--- src/rtl/monochrome_switch_ctrl_pkg.sv ---
// Shared definitions for the monochrome switch controller: mode encodings,
// PS/2 set-2 scancodes, controller-response filter and decoder state enum.
package mono_pkg;

    localparam int MODE_W = 2;

    // Output-stage tint modes
    localparam logic [MODE_W-1:0] MODE_COLOR = 2'b00;
    localparam logic [MODE_W-1:0] MODE_GREEN = 2'b01;
    localparam logic [MODE_W-1:0] MODE_AMBER = 2'b10;
    localparam logic [MODE_W-1:0] MODE_MONO  = 2'b11;

    // PS/2 set-2 prefixes and the keys we track
    localparam logic [7:0] SC_E0    = 8'hE0;
    localparam logic [7:0] SC_F0    = 8'hF0;
    localparam logic [7:0] SC_E1    = 8'hE1;
    localparam logic [7:0] SC_LCTRL = 8'h14;  // E0-prefixed: right Ctrl
    localparam logic [7:0] SC_LALT  = 8'h11;  // E0-prefixed: right Alt
    localparam logic [7:0] SC_F11   = 8'h78;
    localparam logic [7:0] SC_F12   = 8'h07;

    // Controller responses that must never be taken as key makes
    localparam logic [7:0] SC_BAT_OK = 8'hAA;
    localparam logic [7:0] SC_ACK    = 8'hFA;
    localparam logic [7:0] SC_RESEND = 8'hFE;
    localparam logic [7:0] SC_ECHO   = 8'hEE;
    localparam logic [7:0] SC_ERR0   = 8'h00;
    localparam logic [7:0] SC_ERRF   = 8'hFF;

    // Pause sends E1 followed by seven more bytes that carry no key meaning
    localparam logic [2:0] PAUSE_SKIP = 3'd7;

    typedef enum logic [2:0] {
        KS_IDLE    = 3'd0,
        KS_EXT     = 3'd1,
        KS_BRK     = 3'd2,
        KS_EXT_BRK = 3'd3,
        KS_PAUSE   = 3'd4
    } kbd_state_e;

    // True for bytes the keyboard controller emits as status, not keys
    function automatic logic is_ignored(input logic [7:0] b);
        return (b == SC_BAT_OK) || (b == SC_ACK)  || (b == SC_RESEND) ||
               (b == SC_ECHO)   || (b == SC_ERR0) || (b == SC_ERRF);
    endfunction

endpackage

--- src/rtl/monochrome_switch_ctrl_if.sv ---
// Bus bundle between the keyboard/CPU/video sources and the switch controller.
// master = the side that produces requests and vsync, slave = the controller.
interface monochrome_switch_ctrl_if;
    import mono_pkg::*;

    logic [7:0]        kb_data;
    logic              kb_valid;
    logic              io_wr;
    logic [MODE_W-1:0] io_data;
    logic              vga_vsync;
    logic [MODE_W-1:0] monochrome_switcher;
    logic              mode_pending;

    modport master (
        output kb_data, kb_valid, io_wr, io_data, vga_vsync,
        input  monochrome_switcher, mode_pending
    );

    modport slave (
        input  kb_data, kb_valid, io_wr, io_data, vga_vsync,
        output monochrome_switcher, mode_pending
    );
endinterface

--- src/rtl/monochrome_switch_ctrl_ps2_key_tracker.sv ---
// PS/2 set-2 prefix decoder that tracks Ctrl/Alt/F11/F12 held state and
// flags the Ctrl+Alt+F11 / Ctrl+Alt+F12 hotkeys.
// hk_next/hk_reset are decoded in the same cycle as the kb_valid strobe that
// carries the F11/F12 make, so the parent can register the request on the
// following edge just like a CPU write.
module ps2_key_tracker
    import mono_pkg::*;
(
    input  logic       clk_vga,
    input  logic       rst_n,
    input  logic [7:0] kb_data,
    input  logic       kb_valid,
    output logic       hk_next,
    output logic       hk_reset
);

    kbd_state_e state_q, state_d;
    logic [2:0] skip_q,  skip_d;
    logic       lctrl_q, lctrl_d;
    logic       rctrl_q, rctrl_d;
    logic       lalt_q,  lalt_d;
    logic       ralt_q,  ralt_d;
    logic       f11_q,   f11_d;
    logic       f12_q,   f12_d;

    logic ctrl_held;
    logic alt_held;

    assign ctrl_held = lctrl_q | rctrl_q;
    assign alt_held  = lalt_q  | ralt_q;

    // Prefix FSM, flag updates and hotkey decode for the current byte
    always_comb begin
        state_d  = state_q;
        skip_d   = skip_q;
        lctrl_d  = lctrl_q;
        rctrl_d  = rctrl_q;
        lalt_d   = lalt_q;
        ralt_d   = ralt_q;
        f11_d    = f11_q;
        f12_d    = f12_q;
        hk_next  = 1'b0;
        hk_reset = 1'b0;

        if (kb_valid) begin
            case (state_q)
                KS_IDLE: begin
                    if (kb_data == SC_E0) begin
                        state_d = KS_EXT;
                    end else if (kb_data == SC_F0) begin
                        state_d = KS_BRK;
                    end else if (kb_data == SC_E1) begin
                        state_d = KS_PAUSE;
                        skip_d  = PAUSE_SKIP;
                    end else if (!is_ignored(kb_data)) begin
                        // Base-key make; a repeat of a held key must not refire
                        case (kb_data)
                            SC_LCTRL: lctrl_d = 1'b1;
                            SC_LALT:  lalt_d  = 1'b1;
                            SC_F11: begin
                                f11_d   = 1'b1;
                                hk_next = ctrl_held & alt_held & ~f11_q;
                            end
                            SC_F12: begin
                                f12_d    = 1'b1;
                                hk_reset = ctrl_held & alt_held & ~f12_q;
                            end
                            default: ;
                        endcase
                    end
                end

                KS_EXT: begin
                    if (kb_data == SC_F0) begin
                        state_d = KS_EXT_BRK;
                    end else begin
                        state_d = KS_IDLE;
                        if (kb_data == SC_LCTRL) rctrl_d = 1'b1;
                        if (kb_data == SC_LALT)  ralt_d  = 1'b1;
                    end
                end

                KS_BRK: begin
                    state_d = KS_IDLE;
                    case (kb_data)
                        SC_LCTRL: lctrl_d = 1'b0;
                        SC_LALT:  lalt_d  = 1'b0;
                        SC_F11:   f11_d   = 1'b0;
                        SC_F12:   f12_d   = 1'b0;
                        default: ;
                    endcase
                end

                KS_EXT_BRK: begin
                    state_d = KS_IDLE;
                    if (kb_data == SC_LCTRL) rctrl_d = 1'b0;
                    if (kb_data == SC_LALT)  ralt_d  = 1'b0;
                end

                KS_PAUSE: begin
                    // Pause bytes are swallowed whole so its embedded 14s never touch Ctrl
                    if (skip_q == 3'd1) begin
                        state_d = KS_IDLE;
                        skip_d  = 3'd0;
                    end else begin
                        skip_d = skip_q - 3'd1;
                    end
                end

                default: begin
                    state_d = KS_IDLE;
                    skip_d  = 3'd0;
                end
            endcase
        end
    end

    // Decoder state and key flags
    always_ff @(posedge clk_vga or negedge rst_n) begin
        if (!rst_n) begin
            state_q <= KS_IDLE;
            skip_q  <= 3'd0;
            lctrl_q <= 1'b0;
            rctrl_q <= 1'b0;
            lalt_q  <= 1'b0;
            ralt_q  <= 1'b0;
            f11_q   <= 1'b0;
            f12_q   <= 1'b0;
        end else begin
            state_q <= state_d;
            skip_q  <= skip_d;
            lctrl_q <= lctrl_d;
            rctrl_q <= rctrl_d;
            lalt_q  <= lalt_d;
            ralt_q  <= ralt_d;
            f11_q   <= f11_d;
            f12_q   <= f12_d;
        end
    end

endmodule

--- src/rtl/monochrome_switch_ctrl.sv ---
// Monochrome switch controller: merges keyboard hotkeys and CPU writes into a
// pending tint request and commits it to the VGA output stage at vsync so a
// frame never changes tint mid-scan.
module monochrome_switch_ctrl
    import mono_pkg::*;
#(
    parameter logic [MODE_W-1:0] RESET_MODE     = MODE_COLOR,
    parameter bit                VSYNC_ACT_LOW  = 1'b1,
    parameter bit                APPLY_ON_VSYNC = 1'b1
) (
    input  logic                     clk_vga,
    input  logic                     rst_n,
    monochrome_switch_ctrl_if.slave  bus
);

    logic              hk_next;
    logic              hk_reset;

    logic [MODE_W-1:0] switcher_q,     switcher_d;
    logic [MODE_W-1:0] pend_mode_q,    pend_mode_d;
    logic              mode_pending_q, mode_pending_d;
    logic              vs_q,           vs_d;

    logic              vs_edge;
    logic              commit;
    logic              req_valid;
    logic [MODE_W-1:0] req_mode;
    logic [MODE_W-1:0] base_mode;

    ps2_key_tracker u_key_tracker (
        .clk_vga  (clk_vga),
        .rst_n    (rst_n),
        .kb_data  (bus.kb_data),
        .kb_valid (bus.kb_valid),
        .hk_next  (hk_next),
        .hk_reset (hk_reset)
    );

    // Normalise vsync polarity and detect its assertion edge
    always_comb begin
        vs_d    = bus.vga_vsync ^ VSYNC_ACT_LOW;
        vs_edge = vs_d & ~vs_q;
        commit  = APPLY_ON_VSYNC ? (vs_edge & mode_pending_q) : mode_pending_q;
    end

    // Request arbitration: CPU write wins over a hotkey in the same cycle;
    // NEXT chains from the pending mode so two presses advance twice.
    always_comb begin
        base_mode = mode_pending_q ? pend_mode_q : switcher_q;
        req_valid = bus.io_wr | hk_next | hk_reset;
        if (bus.io_wr) begin
            req_mode = bus.io_data;
        end else if (hk_reset) begin
            req_mode = MODE_COLOR;
        end else begin
            req_mode = base_mode + 2'd1;
        end
    end

    // Pending/commit update; a request coinciding with a commit waits for the next one
    always_comb begin
        switcher_d     = commit ? pend_mode_q : switcher_q;
        pend_mode_d    = req_valid ? req_mode : pend_mode_q;
        mode_pending_d = req_valid | (mode_pending_q & ~commit);
    end

    // Committed mode, pending request and vsync history
    always_ff @(posedge clk_vga or negedge rst_n) begin
        if (!rst_n) begin
            switcher_q     <= RESET_MODE;
            pend_mode_q    <= RESET_MODE;
            mode_pending_q <= 1'b0;
            vs_q           <= 1'b0;
        end else begin
            switcher_q     <= switcher_d;
            pend_mode_q    <= pend_mode_d;
            mode_pending_q <= mode_pending_d;
            vs_q           <= vs_d;
        end
    end

    assign bus.monochrome_switcher = switcher_q;
    assign bus.mode_pending        = mode_pending_q;

endmodule

--- src/flat_wrapper.sv ---
// flat-port wrapper written by rule: the top's interface ports become plain ports
module monochrome_switch_ctrl_flat import mono_pkg::*;
#(
    parameter logic [MODE_W-1:0] RESET_MODE     = MODE_COLOR,
    parameter bit                VSYNC_ACT_LOW  = 1'b1,
    parameter bit                APPLY_ON_VSYNC = 1'b1
)
  (clk_vga, rst_n, bus_kb_data, bus_kb_valid, bus_io_wr, bus_io_data, bus_vga_vsync, bus_monochrome_switcher, bus_mode_pending);
  monochrome_switch_ctrl_if bus_i ();
  input  logic clk_vga;
  input  logic rst_n;
  input wire logic [$bits(bus_i.kb_data)-1:0] bus_kb_data;
  input wire logic [$bits(bus_i.kb_valid)-1:0] bus_kb_valid;
  input wire logic [$bits(bus_i.io_wr)-1:0] bus_io_wr;
  input wire logic [$bits(bus_i.io_data)-1:0] bus_io_data;
  input wire logic [$bits(bus_i.vga_vsync)-1:0] bus_vga_vsync;
  output wire logic [$bits(bus_i.monochrome_switcher)-1:0] bus_monochrome_switcher;
  output wire logic [$bits(bus_i.mode_pending)-1:0] bus_mode_pending;
  assign bus_i.kb_data = bus_kb_data;
  assign bus_i.kb_valid = bus_kb_valid;
  assign bus_i.io_wr = bus_io_wr;
  assign bus_i.io_data = bus_io_data;
  assign bus_i.vga_vsync = bus_vga_vsync;
  assign bus_monochrome_switcher = bus_i.monochrome_switcher;
  assign bus_mode_pending = bus_i.mode_pending;
  monochrome_switch_ctrl #(.RESET_MODE(RESET_MODE), .VSYNC_ACT_LOW(VSYNC_ACT_LOW), .APPLY_ON_VSYNC(APPLY_ON_VSYNC)) u_core (.clk_vga(clk_vga), .rst_n(rst_n), .bus(bus_i));
endmodule
--- config.mk ---
export PLATFORM = sky130hd
export DESIGN_NAME = monochrome_switch_ctrl_flat
export DESIGN_NICKNAME = d
export VERILOG_FILES = /design/src/rtl/monochrome_switch_ctrl_pkg.sv /design/src/rtl/monochrome_switch_ctrl_if.sv /design/src/rtl/monochrome_switch_ctrl_ps2_key_tracker.sv /design/src/rtl/monochrome_switch_ctrl.sv /design/src/flat_wrapper.sv
export SDC_FILE = /design/constraint.sdc
export NUM_CORES = 1
export LEC_CHECK = 0
export ABC_AREA = 1
export CORE_UTILIZATION = 49
export DETAILED_ROUTE_END_ITERATION = 8
export HOLD_SLACK_MARGIN = 0.15
export PLACE_DENSITY = 0.75
export SYNTH_ARGS = -nofsm -noshare
export SYNTH_HDL_FRONTEND = slang
export SYNTH_SLANG_ARGS = --single-unit
--- constraint.sdc ---
create_clock -name clk_vga -period 1.2 [get_ports clk_vga]
set_input_delay 0.24 -clock clk_vga [delete_from_list [all_inputs] [get_ports clk_vga]]
set_output_delay 0.24 -clock clk_vga [all_outputs]
set_load 0.01 [all_outputs]
# Word level (Yosys, flattened, before mapping)
# Index checks and enable logic that the tools add are counted.
# word_totals
reg_bits,18
ramBits,0
wordCells,146
mem_count,0
rom_bits,0
latchBits,0
output_inout_bits,3
# classes
n_reduce_logical,18
div,0
n_mul,0
n_mux,60
bitwise_logic,17
shift,0
add_sub_neg,2
n_eq_ne,37
n_lt_le_gt_ge,0
# ops
operator,count
$eq A8 B8 Y1 const B,8
$mux W1,40
$ne A2 B2 Y1 const B,18
$reduce_and A8 Y1,4
$mux W3,8
$pmux W3 S3,2
$eq A8 B5 Y1 const B,2
$reduce_and A5 Y1,3
$pmux W1 S2,6
$eq A8 B3 Y1 const B,1
$eq A8 B7 Y1 const B,1
$logic_not A8 Y1,1
$mux W2,4
$and A1 B1 Y1,6
$eq A3 B1 Y1 const B,2
$eq A3 B2 Y1 const B,2
$not A1 Y1,6
$logic_or A1 B1 Y1,5
$or A1 B1 Y1,5
$ne A4 B4 Y1 const B,1
$reduce_bool A2 Y1,2
$eq A3 B3 Y1 const B,1
$logic_not A3 Y1,1
$reduce_and A3 Y1,1
other kinds (4),4

# Depth between registers and ports, before layout
# Gate-level depths: netlist of run 1.
# logic_depth
ltp_word,15
mapped_depth,12

# Cells and area by module
# A second synthesis of run 1 with hierarchy kept.
# unflattened
cells_unflattened,214
hier_area_um2,1362.6
# modules_own_cells
module,instances,cells_per_inst,area_each_um2
ps2_key_tracker,1,170,1051.0
monochrome_switch_ctrl,1,44,311.5

# Worst setup path before layout of run 1
# No wires, ideal clock.
# synth_path
path_type,reg2reg
from,register u_core.u_key_tracker.state_q[1]
to,register u_core.u_key_tracker.state_q[2]
n_path_buf,0
t_required_ns,1.077
setup_ns,0.123
synth_period_minus_slack_ns,1.231
arrival_time_ns,1.108
setup_slack_ns,-0.031
path_stages_with_launch,9
path_cell_list,dfrtp_1 inv_1 nand2_2 nor2_4 nand2_1 o21ai_2 nor2_4 nand2_1 o21ai_1
# synth_between
elab_chain_len,3
word_cells_on_any_way,7
# synth_rtl
item,line_no,rtl
"start, declared",monochrome_switch_ctrl_ps2_key_tracker.sv:17,"kbd_state_e state_q, state_d;"
"start signal, assigned",monochrome_switch_ctrl_ps2_key_tracker.sv:130,state_q <= state_d;
$eq A3 B3 Y1 or $logic_not A3 Y1 (tied branches),monochrome_switch_ctrl_ps2_key_tracker.sv:46,case (state_q)
$ne A2 B2 Y1 (no line) or $ne A4 B4 Y1 (tied branches),n/a,
$reduce_and A3 Y1 (no line),n/a,
# Several ways; a longest one is shown, not always the timed one.
# A chain may end at the register's enable or synchronous reset.

# Final worst setup path of run 1
# layout_path
from,register u_core.u_key_tracker.state_q[0]
to,register u_core.pend_mode_q[0]
# layout_between
elab_chain_len,5
word_cells_on_any_way,9
# layout_rtl
item,line_no,rtl
$logic_not A3 Y1 *,monochrome_switch_ctrl_ps2_key_tracker.sv:46,
$mux W1,monochrome_switch_ctrl_ps2_key_tracker.sv:46,
$mux W1,monochrome_switch_ctrl_ps2_key_tracker.sv:45,if (kb_valid) begin
$mux W2 or $or A1 B1 Y1 (tied branches),"monochrome_switch_ctrl.sv:53, monochrome_switch_ctrl.sv:50",
$mux W2 or $or A1 B1 Y1 (tied branches),"monochrome_switch_ctrl.sv:51, monochrome_switch_ctrl.sv:50",
"end signal, assigned",monochrome_switch_ctrl.sv:76,pend_mode_q <= pend_mode_d;
"end, declared",monochrome_switch_ctrl.sv:20,"logic [MODE_W-1:0] pend_mode_q, pend_mode_d;"
# Mark *: on every way between the ends. The rest lies on a longest branch, timed or not.

==> results of run 1 <==
## kinds of logic (layout without fill, tap and decap cells)
group | Yosys count | count (layout)
fa+ha+maj | 2 | 2
xor+xnor | 2 | 2
flops | 18 | 18
compound gates | 17 | 17
simple gates | 132 | 132
buf+inv | 30 | 82
## final timing paths
| path | from | endpoint | slack [ns] | cells after the start |
|---|---|---|---|---|
| setup / recovery | u_core.u_key_tracker.state_q[0]$_DFFE_PN0P_ | u_core.pend_mode_q[0]$_DFFE_PN0P_ | -0.18 | 8 |
| hold / removal | rst_n | u_core.u_key_tracker.f11_q$_DFFE_PN0P_ | 0.24 | 2 |
| setup reg to reg | u_core.u_key_tracker.state_q[0]$_DFFE_PN0P_ | u_core.pend_mode_q[0]$_DFFE_PN0P_ | -0.18 | 8 |
| hold reg to reg | u_core.u_key_tracker.lctrl_q$_DFFE_PN0P_ | u_core.u_key_tracker.lctrl_q$_DFFE_PN0P_ | 0.51 | 2 |
| max in group asynchronous | rst_n | u_core.u_key_tracker.state_q[2]$_DFFE_PN0P_ | 0.74 | 2 |
| min in group clk_vga | bus_vga_vsync | u_core.vs_q$_DFF_PN0_ | 0.48 | 2 |
## routing by layer
layer  global-route usage  up-vias  wire length (um)
met5                    0        -                 0
met4              0.09211        0                23
met3              0.07345        4               154
met2               0.4568       38              1965
met1               0.2966      663              1503
li1                     -      735                 -
## worst max-delay path: cells and delay by family, from the launching register on
kind | cells | cell delay (ns)
buffers and inverters | 2 | 0.22
flip-flops | 1 | 0.40
AND/OR/NAND/NOR | 6 | 0.70
## stage by stage
stage          setup TNS, ns  hold slack (ns)
6_report              -1.649           0.2385
3_3_place_gp          -7.413           0.4815
3_5_place_dp          -8.186           0.4952
4_1_cts              -0.9131           0.2519
2_1_floorplan        -0.1087         -0.05559
5_1_grt               -3.096           0.2798
## where the power goes
part / internal, uW / switching, uW / total (uW)
logic: 547 / 677 / 1220
registers: 728 / 115 / 843
clock network: 186 / 209 / 395
total: 1460 / 1000 / 2460
## repair_timing
| action | 4_1_cts | 5_1_grt |
|---|---|---|
| gates resized for setup | 32 | 31 |
| endpoints found under the setup margin | 18 | 18 |
| buffers inserted | 6 | 3 |
| pin swaps | 13 | 11 |
## flip-flops by register name, summed over array words and instances, names as in the netlist
| signal | cells |
|---|---|
| u_core.u_key_tracker.lctrl_q | 1 |
| u_core.u_key_tracker.f12_q | 1 |
| u_core.u_key_tracker.lalt_q | 1 |
| u_core.bus.monochrome_switcher | 2 |
| u_core.u_key_tracker.ralt_q | 1 |
| u_core.pend_mode_q | 2 |
| u_core.u_key_tracker.f11_q | 1 |
| u_core.vs_q | 1 |
| u_core.bus.mode_pending | 1 |
| u_core.u_key_tracker.skip_q | 3 |
| u_core.u_key_tracker.state_q | 3 |
| u_core.u_key_tracker.rctrl_q | 1 |
## synth_stat cells
library cell	n	area, sq um
sky130_fd_sc_hd__nand2_1	55	206.5
sky130_fd_sc_hd__nor2_1	40	150.1
sky130_fd_sc_hd__inv_1	26	97.59
sky130_fd_sc_hd__dfrtp_1	18	450.4
sky130_fd_sc_hd__o21ai_0	12	60.06
sky130_fd_sc_hd__nand3_1	10	50.05
sky130_fd_sc_hd__nand4_1	8	50.05
sky130_fd_sc_hd__inv_2	4	15.01
sky130_fd_sc_hd__nor2_4	4	45.04
sky130_fd_sc_hd__nor3_1	4	20.02
sky130_fd_sc_hd__nand2_2	3	18.77
sky130_fd_sc_hd__nand2_4	3	33.78
sky130_fd_sc_hd__o21ai_1	3	15.01
sky130_fd_sc_hd__ha_1	2	25.02
sky130_fd_sc_hd__nor2_2	2	12.51
sky130_fd_sc_hd__xnor2_1	2	17.52
sky130_fd_sc_hd__a21oi_2	1	8.760
sky130_fd_sc_hd__nand3_2	1	10.01
sky130_fd_sc_hd__nor3_4	1	16.27
sky130_fd_sc_hd__o21ai_2	1	8.760
sky130_fd_sc_hd__or2_2	1	6.260
## area by class of cell
class                           count  share of cell area
Clock buffer                        4             0.01913
Inverter                           30             0.06069
Multi-Input combinational cell    153              0.4604
Sequential cell                    18              0.2381
Tap cell                           30             0.01979
Timing Repair Buffer               48              0.2018
==> reports/results.txt, run 1 <==
outcome: complete, but fails checks
violated checks: negative setup slack
commonest cells after routing, fill and taps aside: 47 x sky130_fd_sc_hd__nand2_1, 33 x sky130_fd_sc_hd__nor2_1, 30 x sky130_fd_sc_hd__buf_4
Leakage Power: 0.0009372 uW
post-route clock period utilization: 1.151
Core Rows: 18
proportion of synthesized chip area in sequential cells: 0.3419
antenna violations before repair: 0
setup repair after global routing missed its margin: true
worst IR drop on VDD: 1537 uV
Starting Density: 0.5270
final worst clock skew: 0.005867 ns
detailed placer's ending HPWL: 2.569 mm
register area: 451.7 sq um
post-route worst setup slack: -0.1816 ns
Max stage delay cell, worst path: sky130_fd_sc_hd__dfrtp_1
required time at the endpoint of the critical path: 1.45 ns
post-synthesis xor/xnor area fraction: 0.01330
dominant combinational cell family by area after synthesis: simple AND/OR/NAND/NOR gates
startpoint type of the worst setup path: flip-flop
overflow left after global routing: 0
first-pass GRT wire length: 5.451 mm
total routing resource utilization after global routing: 0.2600
overall power consumption: 2461 uW
area of the mapped netlist: 1318 sq um
final weighted congestion in routability-driven placement: 0.9078
core utilization of the finished layout: 0.7588
DRC viols: 0
router iterations before antenna repair: 4
multiplexer share of the synthesized area: 0
Clk Tree Root Cell: sky130_fd_sc_hd__clkbuf_4
synthesis-to-layout area growth: 43.97%
pwr dens: 1298 nW/um^2
HP Class: in2async
critical-path cell list: inv_2 > nand2_4 > nor2_4 > buf_4 > nand4_1 > nand3_1 > nand2_1 > nand2_1
compound-cell area share of the yosys netlist: 0.07028
number of H-tree branching levels: 1
I/O pin total: 18
Sinks on Clock Net: 18
Arr. time, crit path: 1.63 ns
setup violators final: 14
Avg WL per Cell: 12.88 um
fillers: 190
pin slew with the least headroom to its limit: 0.2543 ns
fraction of the mapped netlist area in adder cells: 0.01899
CP peak stage delay: 0.40 ns
syn nets: 218
Core Footprint: 2500 sq um
average instance area after synthesis: 6.555 sq um
clk buf depth: 2
worst-case headroom to the max-slew limit: 0.8292
via count: 1440
CTS tree: done
cell area after placement: 1693 sq um
Fmax achieved: 723.8 MHz
final non-filler cell area: 1897 sq um
pre-CTS WS: -0.5975 ns
total routed wirelength: 3.646 mm
floorplan die area: 2900 sq um
Synth Area in Simple Gates: 0.4701
Clock Pin Slew Worst Setup and Hold Paths: 0.11 ns
final period demand of the worst path: 1.382 ns
Netlist cell types: 21
Crit Path Category: reg2reg
Final Slew Violations: 0
Via density: 5.088
Cell Count, Final, Fillers Out: 283
cell repeated most along the worst path: sky130_fd_sc_hd__nand2_1
number of nets in the layout: 271
Detail Route Antenna Nets: 0
number of instances in the placed design: 270
vias in the first global route: 1344
Die Span X: 53.86 um
largest net degree at the start of global routing: 19
number of buffers inserted by hold repair at cts: 0
clock buffer count from CTS: 3
Warnings, synthesis: 0
layout cells sized above 1: 0.3478
clock insertion delay at the later pin of the skew report: 0.31 ns
die span in y: 53.86 um
Buffers on Ports: 17
number of antenna repair diodes: 0
Fin. Hold Viols: 0
maximum net fanout on the critical path: 7
initial detailed-routing violation count: 48
type of element capturing the critical path: flip-flop
FF+latch count, synth: 18
cell count after synthesis: 201
area used by multi-input combinational logic: 873.3 sq um
reported max-cap violation count: 0
most common library cell in the layout ignoring fill and taps: sky130_fd_sc_hd__nand2_1
No activity file was read; power rests on OpenSTA's default activity.
==> run 2, diff against run 1 <==
--- a/config.mk
+++ b/config.mk
@@ -6,10 +6,12 @@
 export NUM_CORES = 1
 export LEC_CHECK = 0
 export ABC_AREA = 1
-export CORE_UTILIZATION = 49
+export CELL_PAD_IN_SITES_DETAIL_PLACEMENT = 1
+export CELL_PAD_IN_SITES_GLOBAL_PLACEMENT = 2
+export CORE_UTILIZATION = 26
 export DETAILED_ROUTE_END_ITERATION = 8
 export HOLD_SLACK_MARGIN = 0.15
-export PLACE_DENSITY = 0.75
+export PLACE_DENSITY_LB_ADDON = 0.1
 export SYNTH_ARGS = -nofsm -noshare
 export SYNTH_HDL_FRONTEND = slang
 export SYNTH_SLANG_ARGS = --single-unit
==> reports/results.txt, run 2 (same netlist as run 1, synthesis figures left out) <==
outcome: complete, but fails checks
violated checks: negative setup slack
synthesis-to-layout area growth: 53.28%
vias in the first global route: 1442 (+7.3%)
number of H-tree branching levels: 1 (unchanged)
Fin. Hold Viols: 0 (unchanged)
post-route clock period utilization: 1.193 (+0.04178)
Clock Pin Slew Worst Setup and Hold Paths: 0.08 ns (-0.03 ns)
reported max-cap violation count: 0 (unchanged)
Crit Path Category: reg2reg
Clk Tree Root Cell: sky130_fd_sc_hd__clkbuf_8
Core Rows: 25 (+7)
Core Footprint: 4786 sq um (+91%)
Buffers on Ports: 17 (unchanged)
required time at the endpoint of the critical path: 1.35 ns (-0.10 ns)
detailed placer's ending HPWL: 3.306 mm (+29%)
initial detailed-routing violation count: 25 (-48%)
router iterations before antenna repair: 4 (unchanged)
Via density: 4.464 (-12%)
overall power consumption: 2627 uW (+6.8%)
type of element capturing the critical path: flip-flop
worst-case headroom to the max-slew limit: 0.7998 (-0.02940)
largest registers: u_core.u_key_tracker.skip_q x3, u_core.u_key_tracker.state_q x3
Detail Route Antenna Nets: 0 (unchanged)
I/O pin total: 18 (unchanged)
HP Class: in2async
final weighted congestion in routability-driven placement: 0.8493 (-6.4%)
Final Slew Violations: 0 (unchanged)
Max stage delay cell, worst path: sky130_fd_sc_hd__dfrtp_1
critical-path cell list: inv_2 > nand2_4 > nor2_4 > nand4_1 > nand3_1 > nand2_1 > nand2_1 > nand2_1
clk buf depth: 2 (unchanged)
Avg WL per Cell: 12.72 um (-1.3%)
final period demand of the worst path: 1.432 ns (+0.05014 ns)
Leakage Power: 0.0009386 uW (+0.16%)
DRC viols: 0 (unchanged)
cell repeated most along the worst path: sky130_fd_sc_hd__nand2_1
fillers: 611 (+220%)
pin slew with the least headroom to its limit: 0.2972 ns (+0.04292 ns)
via count: 1424 (-1.1%)
first-pass GRT wire length: 6.748 mm (+24%)
pwr dens: 1301 nW/um^2 (+0.27%)
overflow left after global routing: 0 (unchanged)
Arr. time, crit path: 1.58 ns (-0.05 ns)
Fmax achieved: 698.5 MHz (-3.5%)
final worst clock skew: 0.003774 ns (-0.002093 ns)
startpoint type of the worst setup path: flip-flop
setup repair after global routing missed its margin: true
smallest hold slack: 0.3218 ns (+0.08338 ns)
total routing resource utilization after global routing: 0.1655 (-0.09447)
Sinks on Clock Net: 18 (unchanged)
total routed wirelength: 4.058 mm (+11%)
floorplan die area: 5356 sq um (+85%)
number of buffers inserted by hold repair at cts: 0 (unchanged)
number of nets in the layout: 270 (-0.37%)
layout cells sized above 1: 0.4325 (+0.08471)
maximum net fanout on the critical path: 7 (unchanged)
clock insertion delay at the later pin of the skew report: 0.26 ns (-0.05 ns)
commonest cells after routing, fill and taps aside: 42 x sky130_fd_sc_hd__nand2_1, 29 x sky130_fd_sc_hd__buf_4, 27 x sky130_fd_sc_hd__nor2_1
CTS tree: done
largest net degree at the start of global routing: 19 (unchanged)
most common library cell in the layout ignoring fill and taps: sky130_fd_sc_hd__nand2_1
post-route worst setup slack: -0.2317 ns (-0.05014 ns)
die span in y: 73.19 um (+36%)
worst IR drop on VDD: 871.8 uV (-43%)
Starting Density: 0.2753 (-0.2517)
number of antenna repair diodes: 0 (unchanged)
CP peak stage delay: 0.39 ns (about the same)
clock buffer count from CTS: 3 (unchanged)
Die Span X: 73.19 um (+36%)
setup violators final: 13 (-1)
antenna violations before repair: 0 (unchanged)
==> run 2: timing repair <==
action,in CTS,in global routing
cloned,0,0
setup buffers,5,4
pin swaps,24,27
endpoints found under the setup margin,18,18
resized for setup,63,34
==> run 2: metrics by stage <==
step / setup TNS (ns) / instances / setup WS (ns) / util / instance area (sq um)
after global placement: -8.572 / 311 / -0.6345 / 0.3697 / 1769
after CTS: -1.751 / 318 / -0.2117 / 0.4097 / 1961
after floorplan: -0.1087 / 201 / -0.01987 / - / 1320
final: -1.850 / 319 / -0.2317 / 0.4220 / 2019
after global routing: -3.202 / 319 / -0.3400 / 0.4220 / 2019
after detailed placement: -9.872 / 311 / -0.7320 / 0.3697 / 1769
==> run 2: final cells by class <==
type	count	area [sq um]	share of cell area
multi-input combinational	153	925.9	0.4585
sequential	18	452.9	0.2243
timing repair buffer	47	384.1	0.1902
inverter	30	117.6	0.05824
tap	67	83.83	0.04151
clock buffer	4	55.05	0.02726
==> run 2: worst max-delay path: cells and delay by family, from the launching register on <==
kind	cells	cell delay, ns
buf+inv	1	0.08
flops	1	0.39
simple gates	7	0.85
==> run 2: layer usage <==
metal / global-route usage / up-vias / part of all wire
met1: 0.2184 / 679 / 0.47
met3: 0.02901 / 0 / 0.014
met5: 0 / - / 0
met2: 0.2891 / 12 / 0.52
met4: 0.01961 / 0 / 0
li1: - / 733 / -
==> run 2: path summary, 6_finish.rpt <==
check | startpoint | endpoint | slack [ns] | cells past startpoint
max | u_core.u_key_tracker.state_q[0]$_DFFE_PN0P_ | u_core.pend_mode_q[0]$_DFFE_PN0P_ | -0.23 | 8
min | rst_n | u_core.u_key_tracker.lctrl_q$_DFFE_PN0P_ | 0.32 | 2
max reg2reg | u_core.u_key_tracker.state_q[0]$_DFFE_PN0P_ | u_core.pend_mode_q[0]$_DFFE_PN0P_ | -0.23 | 8
min reg2reg | u_core.u_key_tracker.lctrl_q$_DFFE_PN0P_ | u_core.u_key_tracker.lctrl_q$_DFFE_PN0P_ | 0.51 | 2
max in group asynchronous | rst_n | u_core.u_key_tracker.state_q[2]$_DFFE_PN0P_ | 0.64 | 2
min in group clk_vga | bus_kb_data[1] | u_core.u_key_tracker.f12_q$_DFFE_PN0P_ | 0.51 | 6
==> run 2: power breakdown <==
group | leakage [uW] | switching [uW] | internal [uW]
sequential | 0.000224 | 109 | 729
clock | 0.0000288 | 223 | 292
combinational | 0.000686 | 705 | 570
total | 0.000939 | 1040 | 1590
==> run 3, diff against run 2 <==
--- a/config.mk
+++ b/config.mk
@@ -8,8 +8,10 @@
 export ABC_AREA = 1
 export CELL_PAD_IN_SITES_DETAIL_PLACEMENT = 1
 export CELL_PAD_IN_SITES_GLOBAL_PLACEMENT = 2
-export CORE_UTILIZATION = 26
+export CORE_UTILIZATION = 32
+export CTS_BUF_LIST = sky130_fd_sc_hd__clkbuf_4
 export DETAILED_ROUTE_END_ITERATION = 8
+export DONT_BUFFER_PORTS = 1
 export HOLD_SLACK_MARGIN = 0.15
 export PLACE_DENSITY_LB_ADDON = 0.1
 export SYNTH_ARGS = -nofsm -noshare
==> reports/results.txt, run 3 (same netlist as run 1, synthesis figures left out) <==
largest registers: u_core.u_key_tracker.skip_q x3, u_core.u_key_tracker.state_q x3
floorplan die area: 4378 sq um (-18%)
Core Footprint: 3799 sq um (-21%)
final period demand of the worst path: 1.418 ns (-0.01415 ns)
post-route clock period utilization: 1.181 (-0.01179)
Fmax achieved: 705.4 MHz (+1.0%)
critical-path cell list: inv_2 > nand2_4 > nor2_4 > nand4_1 > nand3_1 > nand2_1 > nand2_2 > nand2_2
Psw: 997.3 uW (-3.8%)
HP Class: in2async
setup violators final: 14 (+1)
startpoint type of the worst setup path: flip-flop
worst-case headroom to the max-slew limit: 0.4316 (-0.3682)
top layer in use: met4
sequential share of power: 0.349 (+0.030)
Fin. Hold Viols: 0 (unchanged)
number of antenna repair diodes: 0 (unchanged)
setup repair after global routing missed its margin: true
overflow left after global routing: 0 (unchanged)
final non-filler cell area: 1794 sq um (-11%)
pin slew with the least headroom to its limit: 0.8526 ns (+0.5554 ns)
smallest hold slack: 0.09805 ns (-0.2238 ns)
detailed placer's ending HPWL: 2.889 mm (-13%)
Cell Count, Final, Fillers Out: 289 (-9.4%)
internal power component: 1410 uW (-11%)
final worst clock skew: 0.008167 ns (+0.004393 ns)
DRC viols: 0 (unchanged)
Detail Route Antenna Nets: 0 (unchanged)
Crit Path Category: reg2reg
Max stage delay cell, worst path: sky130_fd_sc_hd__dfrtp_1
type of element capturing the critical path: flip-flop
via count: 1384 (-2.8%)
routed wire length on met3: 95 um (+67%)
Critical path buffers and inverters: 1 (unchanged)
synthesis-to-layout area growth: 36.18%
Sinks on Clock Net: 18 (unchanged)
clock buffer count from CTS: 3 (unchanged)
Die Span X: 66.17 um (-9.6%)
Avg WL per Cell: 13.23 um (+4.0%)
cell area after placement: 1523 sq um (-14%)
Via density: 4.789 (+7.3%)
router iterations before antenna repair: 4 (unchanged)
commonest cells after routing, fill and taps aside: 50 x sky130_fd_sc_hd__nand2_1, 35 x sky130_fd_sc_hd__nor2_1, 29 x sky130_fd_sc_hd__buf_4
Crit path max-delay family: simple AND/OR/NAND/NOR gates
total routing resource utilization after global routing: 0.1859 (+0.02032)
number of instances in the placed design: 268 (-14%)
number of nets in the layout: 259 (-4.1%)
die span in y: 66.17 um (-9.6%)
Core Rows: 22 (-12%)
antenna violations before repair: 0 (unchanged)
post-route worst setup slack: -0.2176 ns (+0.01415 ns)
final sum of negative setup slack: -2.184 ns (-0.3338 ns)
WL met2: 1.897 mm (-9.3%)
largest net degree at the start of global routing: 19 (unchanged)
DRT met1 WL: 1.798 mm (-5.8%)
cell repeated most along the worst path: sky130_fd_sc_hd__nand2_2
violated checks: negative setup slack
share of total power in the clock network: 0.136 (-0.060)
clk buf depth: 2 (unchanged)
most common library cell in the layout ignoring fill and taps: sky130_fd_sc_hd__nand2_1
first-pass GRT wire length: 6.175 mm (-8.5%)
fraction of power spent switching nets: 0.4143 (+0.01988)
outcome: complete, but fails checks
share of total power in combinational logic: 0.515 (+0.030)
CP peak stage delay: 0.41 ns (+0.02 ns)
pwr dens: 1342 nW/um^2 (+3.1%)
I/O pin total: 18 (unchanged)
final weighted congestion in routability-driven placement: 0.8142 (-4.1%)
Clock Pin Slew Worst Setup and Hold Paths: 0.11 ns (+0.03 ns)
Final Slew Violations: 0 (unchanged)
number of H-tree branching levels: 1 (unchanged)
initial detailed-routing violation count: 52 (+110%)
Clk Tree Root Cell: sky130_fd_sc_hd__clkbuf_4
vias in the first global route: 1381 (-4.2%)
total routed wirelength: 3.824 mm (-5.8%)
clock insertion delay at the later pin of the skew report: 0.30 ns (+0.04 ns)
maximum net fanout on the critical path: 6 (-1)
CTS tree: done
reported max-cap violation count: 0 (unchanged)
Leakage Power: 0.0008787 uW (-6.4%)
layout cells sized above 1: 0.3154 (-0.1172)
required time at the endpoint of the critical path: 1.40 ns (+0.05 ns)
worst IR drop on VDD: 820.0 uV (-5.9%)
Starting Density: 0.3468 (+0.07154)
Arr. time, crit path: 1.62 ns (+0.04 ns)
Buffers on Ports: 0 (-17)
-- run 3: worst paths after layout --
| check | endpoint | slack (ns) | cells past startpoint | from |
|---|---|---|---|---|
| setup reg to reg | u_core.pend_mode_q[0]$_DFFE_PN0P_ | -0.22 | 8 | u_core.u_key_tracker.state_q[0]$_DFFE_PN0P_ |
| hold reg to reg | u_core.u_key_tracker.f11_q$_DFFE_PN0P_ | 0.54 | 2 | u_core.u_key_tracker.f11_q$_DFFE_PN0P_ |
| min in group clk_vga | u_core.pend_mode_q[1]$_DFFE_PN0P_ | 0.16 | 4 | bus_io_wr |
| max in group asynchronous | u_core.u_key_tracker.state_q[2]$_DFFE_PN0P_ | 0.51 | 1 | rst_n |
| hold / removal | u_core.u_key_tracker.lalt_q$_DFFE_PN0P_ | 0.1 | 1 | rst_n |
| setup / recovery | u_core.pend_mode_q[0]$_DFFE_PN0P_ | -0.22 | 8 | u_core.u_key_tracker.state_q[0]$_DFFE_PN0P_ |
-- run 3: what timing repair did --
item | 4_1_cts | 5_1_grt
setup endpoints to repair | 14 | 16
pin swaps | 6 | 20
hold buffers | 3 | 1
setup buffers | 2 | 11
endpoints found under the hold margin | 20 | 1
resized for setup | 14 | 25
-- run 3: routing by layer --
layer | GRT usage | vias to the layer above
met1 | 0.2468 | 656
li1 | - | 711
met2 | 0.3163 | 15
met3 | 0.02241 | 2
met5 | 0 | -
met4 | 0.04787 | 0
-- run 3: layout make-up --
type | instances | area (sq um)
flip-flops and latches | 18 | 451.7
well taps | 48 | 60.06
repair buffers | 36 | 294.0
clock buffers | 3 | 22.52
multi-input cells | 153 | 844.6
fillers | 498 | 2004
inverters | 30 | 117.6
clock inverters | 1 | 3.754
-- run 3: power by group through the flow --
| stage | clock network [uW] | registers (uW) | logic, uW |
|---|---|---|---|
| after floorplan | 0 | 819 | 579 |
| after global placement | 0 | 825 | 856 |
| after detailed placement | 0 | 834 | 878 |
| after CTS | 344 | 827 | 972 |
| after global routing | 365 | 858 | 1380 |
| final | 327 | 840 | 1240 |
-- run 3: stage by stage --
step           worst slack [ns]    util  total power, uW
4_1_cts                 -0.1603  0.4285             2142
3_5_place_dp            -0.1782  0.4009             1712
6_report                -0.2176  0.4723             2407
2_1_floorplan          -0.01987       -             1398
5_1_grt                 -0.3078  0.4723             2603
3_3_place_gp            -0.1090  0.4009             1681
